File: config.mk
export PLATFORM = sky130hd
export DESIGN_NAME = lct_l1a_matcher
export DESIGN_NICKNAME = d
export VERILOG_FILES = /design/src/rtl/lct_l1a_matcher.sv
export SDC_FILE = /design/constraint.sdc
export NUM_CORES = 1
export LEC_CHECK = 0
export ABC_AREA = 0
export CORE_ASPECT_RATIO = 0.9
export CORE_MARGIN = 4
export CORE_UTILIZATION = 50
export CTS_BUF_LIST = sky130_fd_sc_hd__clkbuf_8 sky130_fd_sc_hd__clkbuf_16
export DETAILED_ROUTE_END_ITERATION = 8
export PLACE_DENSITY_LB_ADDON = 0.2
export SYNTH_ARGS = -nofsm -noshare
export SYNTH_HDL_FRONTEND = slang
export SYNTH_SLANG_ARGS = --single-unit
File: constraint.sdc
create_clock -name i_clk -period 9.63 [get_ports i_clk]
set_input_delay 2.4075 -clock i_clk [delete_from_list [all_inputs] [get_ports i_clk]]
set_output_delay 2.4075 -clock i_clk [all_outputs]
set_load 0.02 [all_outputs]
File: src/rtl/lct_l1a_matcher.sv
// ---------------------------------------------------------------------------
// lct_l1a_matcher
//
// Per-CFEB trigger-matching stage that feeds the CFEB trigger encoder.
// Each CFEB's pre-LCT (or CLCT) hit is delayed by a programmable latency and
// then opens a programmable match window. An L1A arriving while a CFEB's
// window is open flags that CFEB in o_l1a_match. An L1A counter and a
// no-match pulse are provided for the DAQ path.
//
// Ports
//   i_clk          system clock, all logic on the rising edge
//   i_rst          synchronous active-high reset
//   i_resync       TTC resync pulse
//   i_l1a          level-1 accept pulse
//   i_pre_lct[4:0] per-CFEB pre-LCT, bit i = CFEB i
//   i_clct[4:0]    per-CFEB CLCT hit
//   i_use_clct     match source select: 0 = pre-LCT, 1 = CLCT
//   i_kill[4:0]    per-CFEB disable mask
//   i_lct_l1a_dly  delay from source hit to window start (0 acts as 1)
//   i_win_len      extra window length in clocks (0 = 1-clock window)
//   o_pre_lct_out  registered, masked pre-LCT
//   o_l1a_match    per-CFEB match pulse
//   o_l1acfeb      registered L1A pulse, aligned with o_l1a_match
//   o_resync_rst   registered resync pulse
//   o_nomatch      pulse: L1A with no CFEB window open
//   o_l1a_cnt      accepted-L1A count, wraps to 0
//
// Interface timing: there is no valid/ready handshake. All inputs are
// single-clock pulses or levels sampled on every rising edge; every output
// pulse (o_l1acfeb, o_l1a_match, o_nomatch, o_resync_rst) is high for
// exactly one clock, one clock after the input edge that caused it.
// ---------------------------------------------------------------------------
module lct_l1a_matcher #(
  parameter int DLY_W = 8,
  parameter int WIN_W = 4,
  parameter int CNT_W = 24
) (
  input  logic             i_clk,
  input  logic             i_rst,
  input  logic             i_resync,
  input  logic             i_l1a,
  input  logic [4:0]       i_pre_lct,
  input  logic [4:0]       i_clct,
  input  logic             i_use_clct,
  input  logic [4:0]       i_kill,
  input  logic [DLY_W-1:0] i_lct_l1a_dly,
  input  logic [WIN_W-1:0] i_win_len,
  output logic [4:0]       o_pre_lct_out,
  output logic [4:0]       o_l1a_match,
  output logic             o_l1acfeb,
  output logic             o_resync_rst,
  output logic             o_nomatch,
  output logic [CNT_W-1:0] o_l1a_cnt
);

  localparam int DEPTH = 2 ** DLY_W;

  logic [4:0]            r_mem [DEPTH];
  logic [DLY_W-1:0]      r_wp;
  logic [DLY_W-1:0]      r_fill;
  logic [DLY_W-1:0]      r_dly_prev;
  logic [4:0][WIN_W-1:0] r_wcnt;

  logic [DLY_W-1:0]      w_d;
  logic [DLY_W-1:0]      w_rd;
  logic                  w_dly_chg;
  logic                  w_fill_ok;
  logic [4:0]            w_src;
  logic [4:0]            w_dlct;
  logic [4:0]            w_open;

  // Source select and kill masking happen before the buffer write, so a
  // change of either only affects entries written from now on.
  assign w_src = (i_use_clct ? i_clct : i_pre_lct) & ~i_kill;

  // A programmed delay of 0 would read the slot being written; clamp to 1.
  assign w_d = (i_lct_l1a_dly == '0) ? DLY_W'(1) : i_lct_l1a_dly;

  // The slot written D clocks ago; modulo arithmetic wraps the pointer.
  assign w_rd = r_wp - w_d;

  // A delay change makes every older entry stale at the new offset, so the
  // change clock itself is suppressed and the fill counter restarts.
  assign w_dly_chg = (i_lct_l1a_dly != r_dly_prev);
  assign w_fill_ok = (r_fill >= w_d) && !w_dly_chg;
  assign w_dlct    = w_fill_ok ? r_mem[w_rd] : 5'b00000;

  always_comb begin
    w_open = 5'b00000;
    for (int i = 0; i < 5; i++) begin
      w_open[i] = w_dlct[i] | (r_wcnt[i] != '0);
    end
  end

  // Delay buffer: written every clock, never cleared. Stale contents are
  // hidden by the fill counter instead.
  always_ff @(posedge i_clk) begin
    r_mem[r_wp] <= w_src;
  end

  always_ff @(posedge i_clk) begin
    r_dly_prev <= i_lct_l1a_dly;
    if (i_rst) begin
      r_wp   <= '0;
      r_fill <= '0;
    end else begin
      r_wp <= r_wp + DLY_W'(1);
      if (i_resync || w_dly_chg) begin
        r_fill <= '0;
      end else if (r_fill < w_d) begin
        r_fill <= r_fill + DLY_W'(1);
      end else begin
        r_fill <= w_d;
      end
    end
  end

  // Window counters: a delayed hit (re)loads the counter, so a new hit
  // inside an open window extends it. KILL never touches these.
  always_ff @(posedge i_clk) begin
    for (int i = 0; i < 5; i++) begin
      if (i_rst || i_resync) begin
        r_wcnt[i] <= '0;
      end else if (w_dlct[i]) begin
        r_wcnt[i] <= i_win_len;
      end else if (r_wcnt[i] != '0) begin
        r_wcnt[i] <= r_wcnt[i] - WIN_W'(1);
      end
    end
  end

  // Output stage. An L1A coincident with RESYNC is dropped entirely.
  always_ff @(posedge i_clk) begin
    if (i_rst) begin
      o_pre_lct_out <= '0;
      o_resync_rst  <= 1'b0;
      o_l1acfeb     <= 1'b0;
      o_l1a_match   <= '0;
      o_nomatch     <= 1'b0;
      o_l1a_cnt     <= '0;
    end else begin
      o_pre_lct_out <= i_pre_lct & ~i_kill;
      o_resync_rst  <= i_resync;
      if (i_resync) begin
        o_l1acfeb   <= 1'b0;
        o_l1a_match <= '0;
        o_nomatch   <= 1'b0;
        o_l1a_cnt   <= '0;
      end else begin
        o_l1acfeb   <= i_l1a;
        o_l1a_match <= i_l1a ? w_open : 5'b00000;
        o_nomatch   <= i_l1a & (w_open == 5'b00000);
        o_l1a_cnt   <= o_l1a_cnt + {{(CNT_W-1){1'b0}}, i_l1a};
      end
    end
  end

endmodule

# Word-level counts from Yosys, hierarchy flattened
# Memories as Yosys holds them, arrays and structs flattened.
# Index checks and enable logic that the tools add are counted.
# word_totals
inputBits	32
output_inout_bits	37
mem_bits_ro	0
ff_bits	81
latch_bits	0
ramBits	1280
elab_cells	70
n_memories	1
# mem_list
memory	words	word_bits	read_ports	rd_ports_with_merged_regs	wr	line_no	text
r_mem	256	5	1	0	1	58	logic [4:0] r_mem [DEPTH];
# op_classes
div	0
bitwise	10
n_mul	0
n_mux	14
n_eq_ne	1
n_addsub	9
shift	0
reduce_logical	19
magnitude_cmp	2
# op_table
operator	count
4-bit two-way mux	10
24-bit by 1-bit adder with 24-bit output	1
4-bit nonzero test	5
4-bit by 1-bit subtractor with 4-bit output, second input constant	5
8-bit by 1-bit adder with 8-bit output, second input constant	2
8-bit two-way mux	2
5-bit bitwise AND	2
5-bit two-way mux	2
2-bit nonzero test	5
8-bit >= comparator	1
8-bit zero test	1
8-bit less-than comparator	1
8-bit inequality test	1
8-bit subtractor	1
5-bit zero test	1
5-bit inverter	1
1-bit bitwise OR	5
2-bit OR reduction	2
3-bit OR reduction	1
1-bit logical OR	2
1-bit bitwise AND	1
1-bit logical AND	1
1-bit zero test	1
1-bit inverter	1

# Logic depth before layout (Yosys ltp)
# Gate-level depths: netlist (run 1).
# depth
word_depth	8
mapped_depth	18
depth_no_buf	14

# Worst setup path after synthesis (run 1)
# Ideal clock, no wire load.
# synth_timing
path_kind	input port to flip-flop
from	input port i_use_clct
to	memory r_mem[0][0], data pin
t_arrival_ns	8.676
setup_slack_ns	-0.434
path_stages	3
path_buffers	1
setup_ns	1.389
path_cell_list	clkbuf_1 -> mux2i_1 -> nor2_1
# synth_between
elab_chain_cells	2
# synth_rtl
item	line_no	text
from (decl)	44	input logic i_use_clct,
5-bit two-way mux	74	assign w_src = (i_use_clct ? i_clct : i_pre_lct) & ~i_kill;
5-bit bitwise AND	74	
net w_src[0]	68	logic [4:0] w_src;
to (decl)	58	
# The timed path passes the listed nets, and every way through them passes these cells.

# Final worst setup path (run 1)
# layout_timing
from	input port i_lct_l1a_dly[4]
to	register o_nomatch
# layout_between
elab_chain_cells	8
# layout_rtl
item	line_no	text
from (decl)	46	input logic [DLY_W-1:0] i_lct_l1a_dly,
8-bit zero test	77	assign w_d = (i_lct_l1a_dly == '0) ? DLY_W'(1) : i_lct_l1a_dly;
8-bit two-way mux	77	
8-bit subtractor / 8-bit >= comparator (equally long branches)	80, 85	
memory read 256 x 5 bit / 1-bit logical AND (equally long branches)	n/a	
5-bit two-way mux *	86	assign w_dlct = w_fill_ok ? r_mem[w_rd] : 5'b00000;
1-bit bitwise OR	91	w_open[i] = w_dlct[i] | (r_wcnt[i] != '0);
5-bit zero test *	152	o_nomatch <= i_l1a & (w_open == 5'b00000);
1-bit bitwise AND *	152	
to (signal assigned)	152	
to (decl)	52	output logic o_nomatch,
# Every way passes the cells marked *; elsewhere a longest branch is shown, timed or not.
# A chain may end at the register's enable or synchronous reset.

==> metrics.csv, run 1 <==
metric;value;unit
holdPathEnd;r_wp[0];
clk_pin_slew_worst_paths;0.06;ns
die_area;114000;um^2
period_minus_slack;7.87;ns
timing.rr.end;o_nomatch;
synth_area_leaders;edfxtp_1, mux4_2, dfxtp_1;
hold_path_class;reg2reg;
synth-edff-count;1280;
post-route-period-util;81.8;%
p_leak;19.6;nW
finalSetupTns;0;ns
min_path_cells;1;
worstSkewPairLatency;0.76;ns
overflow;0;
io_pins;69;
post_cts_resized;0;
numCtsBuffers;137;
final_nets;3000;
path_buf_inv;2;
setup_viol;0;
grt_max_degree;257;
drv_cap;0;
cp-end-kind;flip-flop;
syn_inst;2811;
route.detailed.wl_per_inst;29.9;um
ys_async_sr_fraction;0;%
htreeDepth;4;
rrSetupSlack;4.00;ns
r2r-start;r_wp[0];
worst_path_dominant_cell_family;compound AO/OA/AOI/OAI gates;
cellPowerDensity;224;nW/um^2
cp-start-kind;primary input;
syn_area;54500;um^2
synth_top_cell_by_area;edfxtp_1;
rows;114;
slew_violations;0;
drc_errors;0;
totalWireLength;134000;um
grt_pass1_vias;28600;
vias_per_cell;6.28;
finalPower;0.0138;W
min_from;r_wp[0];
track_usage;23.8;%
crit_fanout;30;
tightestPinTransition;1.27;ns
post_synth.cell_area_avg;19.4;um^2
max_freq;0.127;GHz
path_cells;clkdlybuf4s50_1 > nor4_1 > a41o_1 > ha_1 > fa_4 > inv_2 > mux4_2 > a21oi_1 > a221oi_1 > a2111oi_0 > o311ai_1 > a2bb2oi_4 > nand2_2 > nor4b_2;
worstPathRequired;10.29;ns
status;finished, final reports clean;
die_w;356;um
r2r_cells;13;
cp.arrival;8.53;ns
synth_nets;2878;
clockRootBuffer;clkbuf_16;
yosysSeqAreaShare;73.5;%
ys_ff_latch;1361;
fin_skew;0.0245;ns
ir_worst_vdd;193;uV
cpMaxStageDelayCell;a2111oi_0;
layout-drive-gt1-share;22.1;%
hold_violations;0;
yosys_warnings;0;
port_buffers;68;
ys_types;74;
gp_congestion;0.826;
die_height;321;um
cts.sinks;1361;
vias;28200;
start_util;50.6;%
synth-main-ff-cell;edfxtp_1;
cts_hold_buf;0;
grt_pass1_wl;198000;um
clock_path_buffers;3;
fp.coreArea;108000;um^2
drt_first_pass_iters;6;
cts_tree;done;
dp.final_hpwl;81100;um
slowest_delay;1.08;ns
ant_nets;0;
initialDrtViolationCount;3274;
rsz0062_at_grt;false;
critPathKind;in2reg;
slew_headroom;13.3;%
post_cts_buffers;0;
syn2layout_area_growth;12.6;%
synth_top_area_share;70.5;%
antenna_found_initial;2;
==> kinds of logic after synthesis <==
family / share of synthesized area (%)
flops: 73.5
fa+ha+maj: 0.817
mux: 16.3
compound gates: 1.68
xor+xnor: 0.881
simple gates: 5.16
buf+inv: 1.69
==> per-stage QoR <==
stage	instance area (um^2)	utilization (%)	setup slack (ns)	std cells	hold slack (ns)
2_1_floorplan	54500	-	2.31	2811	0.433
3_3_place_gp	57000	52.9	1.29	4244	0.447
3_5_place_dp	57000	52.9	1.20	4244	0.457
4_1_cts	61400	56.9	2.03	4491	0.477
5_1_grt	61400	56.9	1.53	4491	0.505
6_report	61400	57.0	1.76	4492	0.477
==> cell usage in the layout (no fill, tap or decap), types with 12 or more instances in the layout <==
master,count
clkbuf_16,142
ha_1,33
xnor2_1,18
nand2_2,14
clkinv_1,22
or3_1,13
nor2b_1,12
buf_4,55
and2_1,15
nor2_1,326
a21oi_1,27
edfxtp_1,1280
nand2_1,122
nand4_1,31
nand3_1,38
a211oi_1,16
bufinv_16,12
o21ai_0,13
nor3_1,12
buf_12,13
dfxtp_1,81
inv_1,59
mux2i_1,51
clkinv_2,16
clkdlybuf4s50_1,68
mux4_2,370
xor2_1,32
==> layout make-up <==
class | count | area, um^2
clock inverters | 103 | 811
well taps | 1450 | 1810
inverters | 24 | 90.1
flip-flops and latches | 1361 | 40100
diodes | 1 | 2.50
repair buffers | 136 | 1350
fillers | 8014 | 46400
clock buffers | 144 | 3580
multi-input cells | 1273 | 13700
==> Yosys cell counts, types with 10 or more instances <==
master / number
nor2_1: 332
buf_6: 17
xor2_1: 33
a211oi_1: 17
dfxtp_1: 81
nor3_1: 12
o21ai_0: 13
mux2i_1: 51
nand4_1: 31
edfxtp_1: 1280
nor2b_1: 12
nand2_1: 134
xnor2_1: 20
inv_1: 23
nor3b_1: 10
buf_4: 12
clkbuf_1: 67
nand3_1: 38
ha_1: 34
or3_1: 13
mux4_2: 370
and2_1: 15
a21oi_1: 27
buf_2: 48
==> worst reg2reg max path, stage by stage, from the launching register on <==
cell	delay, ns
dfxtp_1	0.38
inv_1	0.14
ha_1	0.25
fa_4	1.16
buf_12	0.36
buf_4	0.33
mux4_2	0.31
mux2i_1	0.34
a221oi_1	0.15
a2111oi_0	1.08
o311ai_1	0.25
a2bb2oi_4	0.40
nand2_2	0.09
nor4b_2	0.29
==> worst max-delay path by stage <==
stage / from / slack (ns) / cells past startpoint / end
2_1_floorplan: i_use_clct / 2.31 / 3 / r_mem[0][0]
3_3_place_gp: i_lct_l1a_dly[1] / 1.29 / 15 / r_wcnt[2]
4_1_cts: i_lct_l1a_dly[1] / 2.03 / 15 / r_wcnt[2]
3_5_place_dp: i_lct_l1a_dly[1] / 1.20 / 15 / r_wcnt[2]
6_report: i_lct_l1a_dly[4] / 1.76 / 14 / o_nomatch
5_1_grt: i_lct_l1a_dly[4] / 1.53 / 14 / o_nomatch
==> state kept, by name (all words and copies together), names as in the netlist <==
register,cells
o_l1a_cnt,24
o_l1a_match,5
o_l1acfeb,1
o_nomatch,1
o_pre_lct_out,5
o_resync_rst,1
r_dly_prev,8
r_fill,8
r_mem,1280
r_wcnt,20
r_wp,8
==> report_power, final <==
group / internal [W] / switching, W / leakage [nW]
sequential: 0.00653 / 0.0000271 / 12.3
clock: 0.00301 / 0.00222 / 2.28
combinational: 0.000836 / 0.00114 / 4.94
==> per-layer routing <==
metal | vias up | GRT usage (%) | share of wire [%]
met1 | 14900 | 35.2 | 41
met4 | 0 | 8.11 | 3.0
met2 | 1478 | 34.9 | 45
met3 | 219 | 6.36 | 10
li1 | 11600 | - | -
met5 | - | 0 | 0
Note: power is estimated with default switching activity, not from simulation.
==> run 2, diff against run 1 <==
- clock period: 9.63 -> 8.2 ns (I/O delays scaled with it)
==> metrics.csv, run 2 (synthesis gave the netlist of run 1 again) <==
metric;value;unit
start_util;50.6;%
antenna_found_initial;2;
vias;28200;
clk_pin_slew_worst_paths;0.06;ns
drc_errors;0;
seq_area;40100;um^2
rsz0062_at_grt;false;
grt_pass1_vias;28400;
port_buffers;68;
rows;114;
route.detailed.wl_per_inst;30.2;um
hold_ws;0.468;ns
hold_violations;0;
cellPowerDensity;262;nW/um^2
die_w;356;um
clock_path_buffers;3;
ir_worst_vdd;196;uV
post_cts_resized;0;
largest_reg_flops;1280;
slew_violations;0;
overflow;0;
ant_nets;0;
top_register;r_mem;
vias_per_cell;6.25;
min_path_cells;1;
io_pins;69;
layout-drive-gt1-share;22.4;%
cp.arrival;7.57;ns
critPathKind;in2reg;
crit_fanout;53;
hold_path_class;reg2reg;
max_freq;0.144;GHz
r2r_cells;14;
final_util;57.1;%
initialDrtViolationCount;3939;
worstSkewPairLatency;0.74;ns
setup_viol;0;
cts.sinks;1361;
fp.coreArea;108000;um^2
p_leak;19.6;nW
layout_commonest_cell;edfxtp_1;
cp-end-kind;flip-flop;
htreeDepth;4;
multi_input_area;13700;um^2
mostFrequentLayoutCells;edfxtp_1, mux4_2, nor2_1;
finalSetupTns;0;ns
largestRegisters;r_mem: 1280 flops, o_l1a_cnt: 24 flops, r_wcnt: 20 flops;
rrSetupSlack;3.08;ns
drv_cap;0;
gp_congestion;0.835;
cts_hold_buf;0;
post-route-period-util;84.6;%
die_height;321;um
tightestPinTransition;1.37;ns
timing.rr.end;o_nomatch;
r2r-start;r_wp[0];
holdPathEnd;r_wp[0];
cp-start-kind;primary input;
worstPathRequired;8.83;ns
drt_first_pass_iters;5;
fin_skew;0.0237;ns
numCtsBuffers;137;
syn2layout_area_growth;12.8;%
final_nets;3013;
n_fill_cell;8052;
slew_headroom;8.76;%
post_cts_buffers;0;
min_from;r_wp[0];
cts_tree;done;
track_usage;24.0;%
status;finished, final reports clean;
dp.final_hpwl;81300;um
totalWireLength;136000;um
grt_max_degree;257;
period_minus_slack;6.93;ns
die_area;114000;um^2
grt_pass1_wl;200000;um
clockRootBuffer;clkbuf_16;
finalPower;0.0161;W
## run 2: changes by cell type in the layout (fill, tap and decap cells not counted), sizes merged
cell | before | now
buf | 68 | 81
clkinv | 40 | 52
bufinv | 12 | 9
inv | 70 | 67
clkbuf | 144 | 142
clkinvlp | 5 | 3
## run 2: worst max path at each step
stage,start,end
global placement,i_lct_l1a_dly[1],o_nomatch
floorplan,i_use_clct,r_mem[0][0]
CTS,i_lct_l1a_dly[1],r_wcnt[10]
finish,i_lct_l1a_dly[1],o_nomatch
global route,i_lct_l1a_dly[1],r_wcnt[10]
detailed placement,i_lct_l1a_dly[1],r_wcnt[10]
## run 2: critical path: stages
cell	delay, ns
clkdlybuf4s50_1	0.61
inv_1	0.14
a41o_1	0.28
ha_1	0.23
fa_4	0.97
buf_12	0.34
buf_4	0.38
mux4_2	0.37
mux2i_1	0.29
a221oi_1	0.14
a2111oi_0	0.59
buf_4	0.23
o311ai_1	0.12
a2bb2oi_4	0.35
nand2_2	0.08
nor4b_2	0.31
## run 2: stage by stage
step,worst slack [ns],std cells,area (um^2)
after detailed placement,0.575,4257,57200
after CTS,1.35,4506,61500
final,1.27,4507,61500
after floorplan,1.24,2811,54500
after global routing,1.11,4506,61500
after global placement,0.604,4257,57200
## run 2: layout make-up
class / instances / area share [%]
multi-input cells: 1273 / 22.3
flip-flops and latches: 1361 / 65.1
repair buffers: 149 / 2.46
diodes: 1 / 0.00407
well taps: 1450 / 2.95
inverters: 24 / 0.146
clock inverters: 107 / 1.34
clock buffers: 142 / 5.74
## run 2: power breakdown
group	switching [W]	internal [W]
Clock	0.00264	0.00343
Sequential	0.0000337	0.00767
Combinational	0.00134	0.00101
Total	0.00402	0.0121
## run 2: routing by layer
layer / routed length, um / track usage (%) / part of all wire [%] / up-vias
met3: 14100 / 6.26 / 10 / 225
met2: 62700 / 36.3 / 46 / 1514
li1: - / - / - / 11600
met4: 3310 / 6.16 / 2.4 / 0
met5: 0 / 0 / 0 / -
met1: 55900 / 35.4 / 41 / 14800
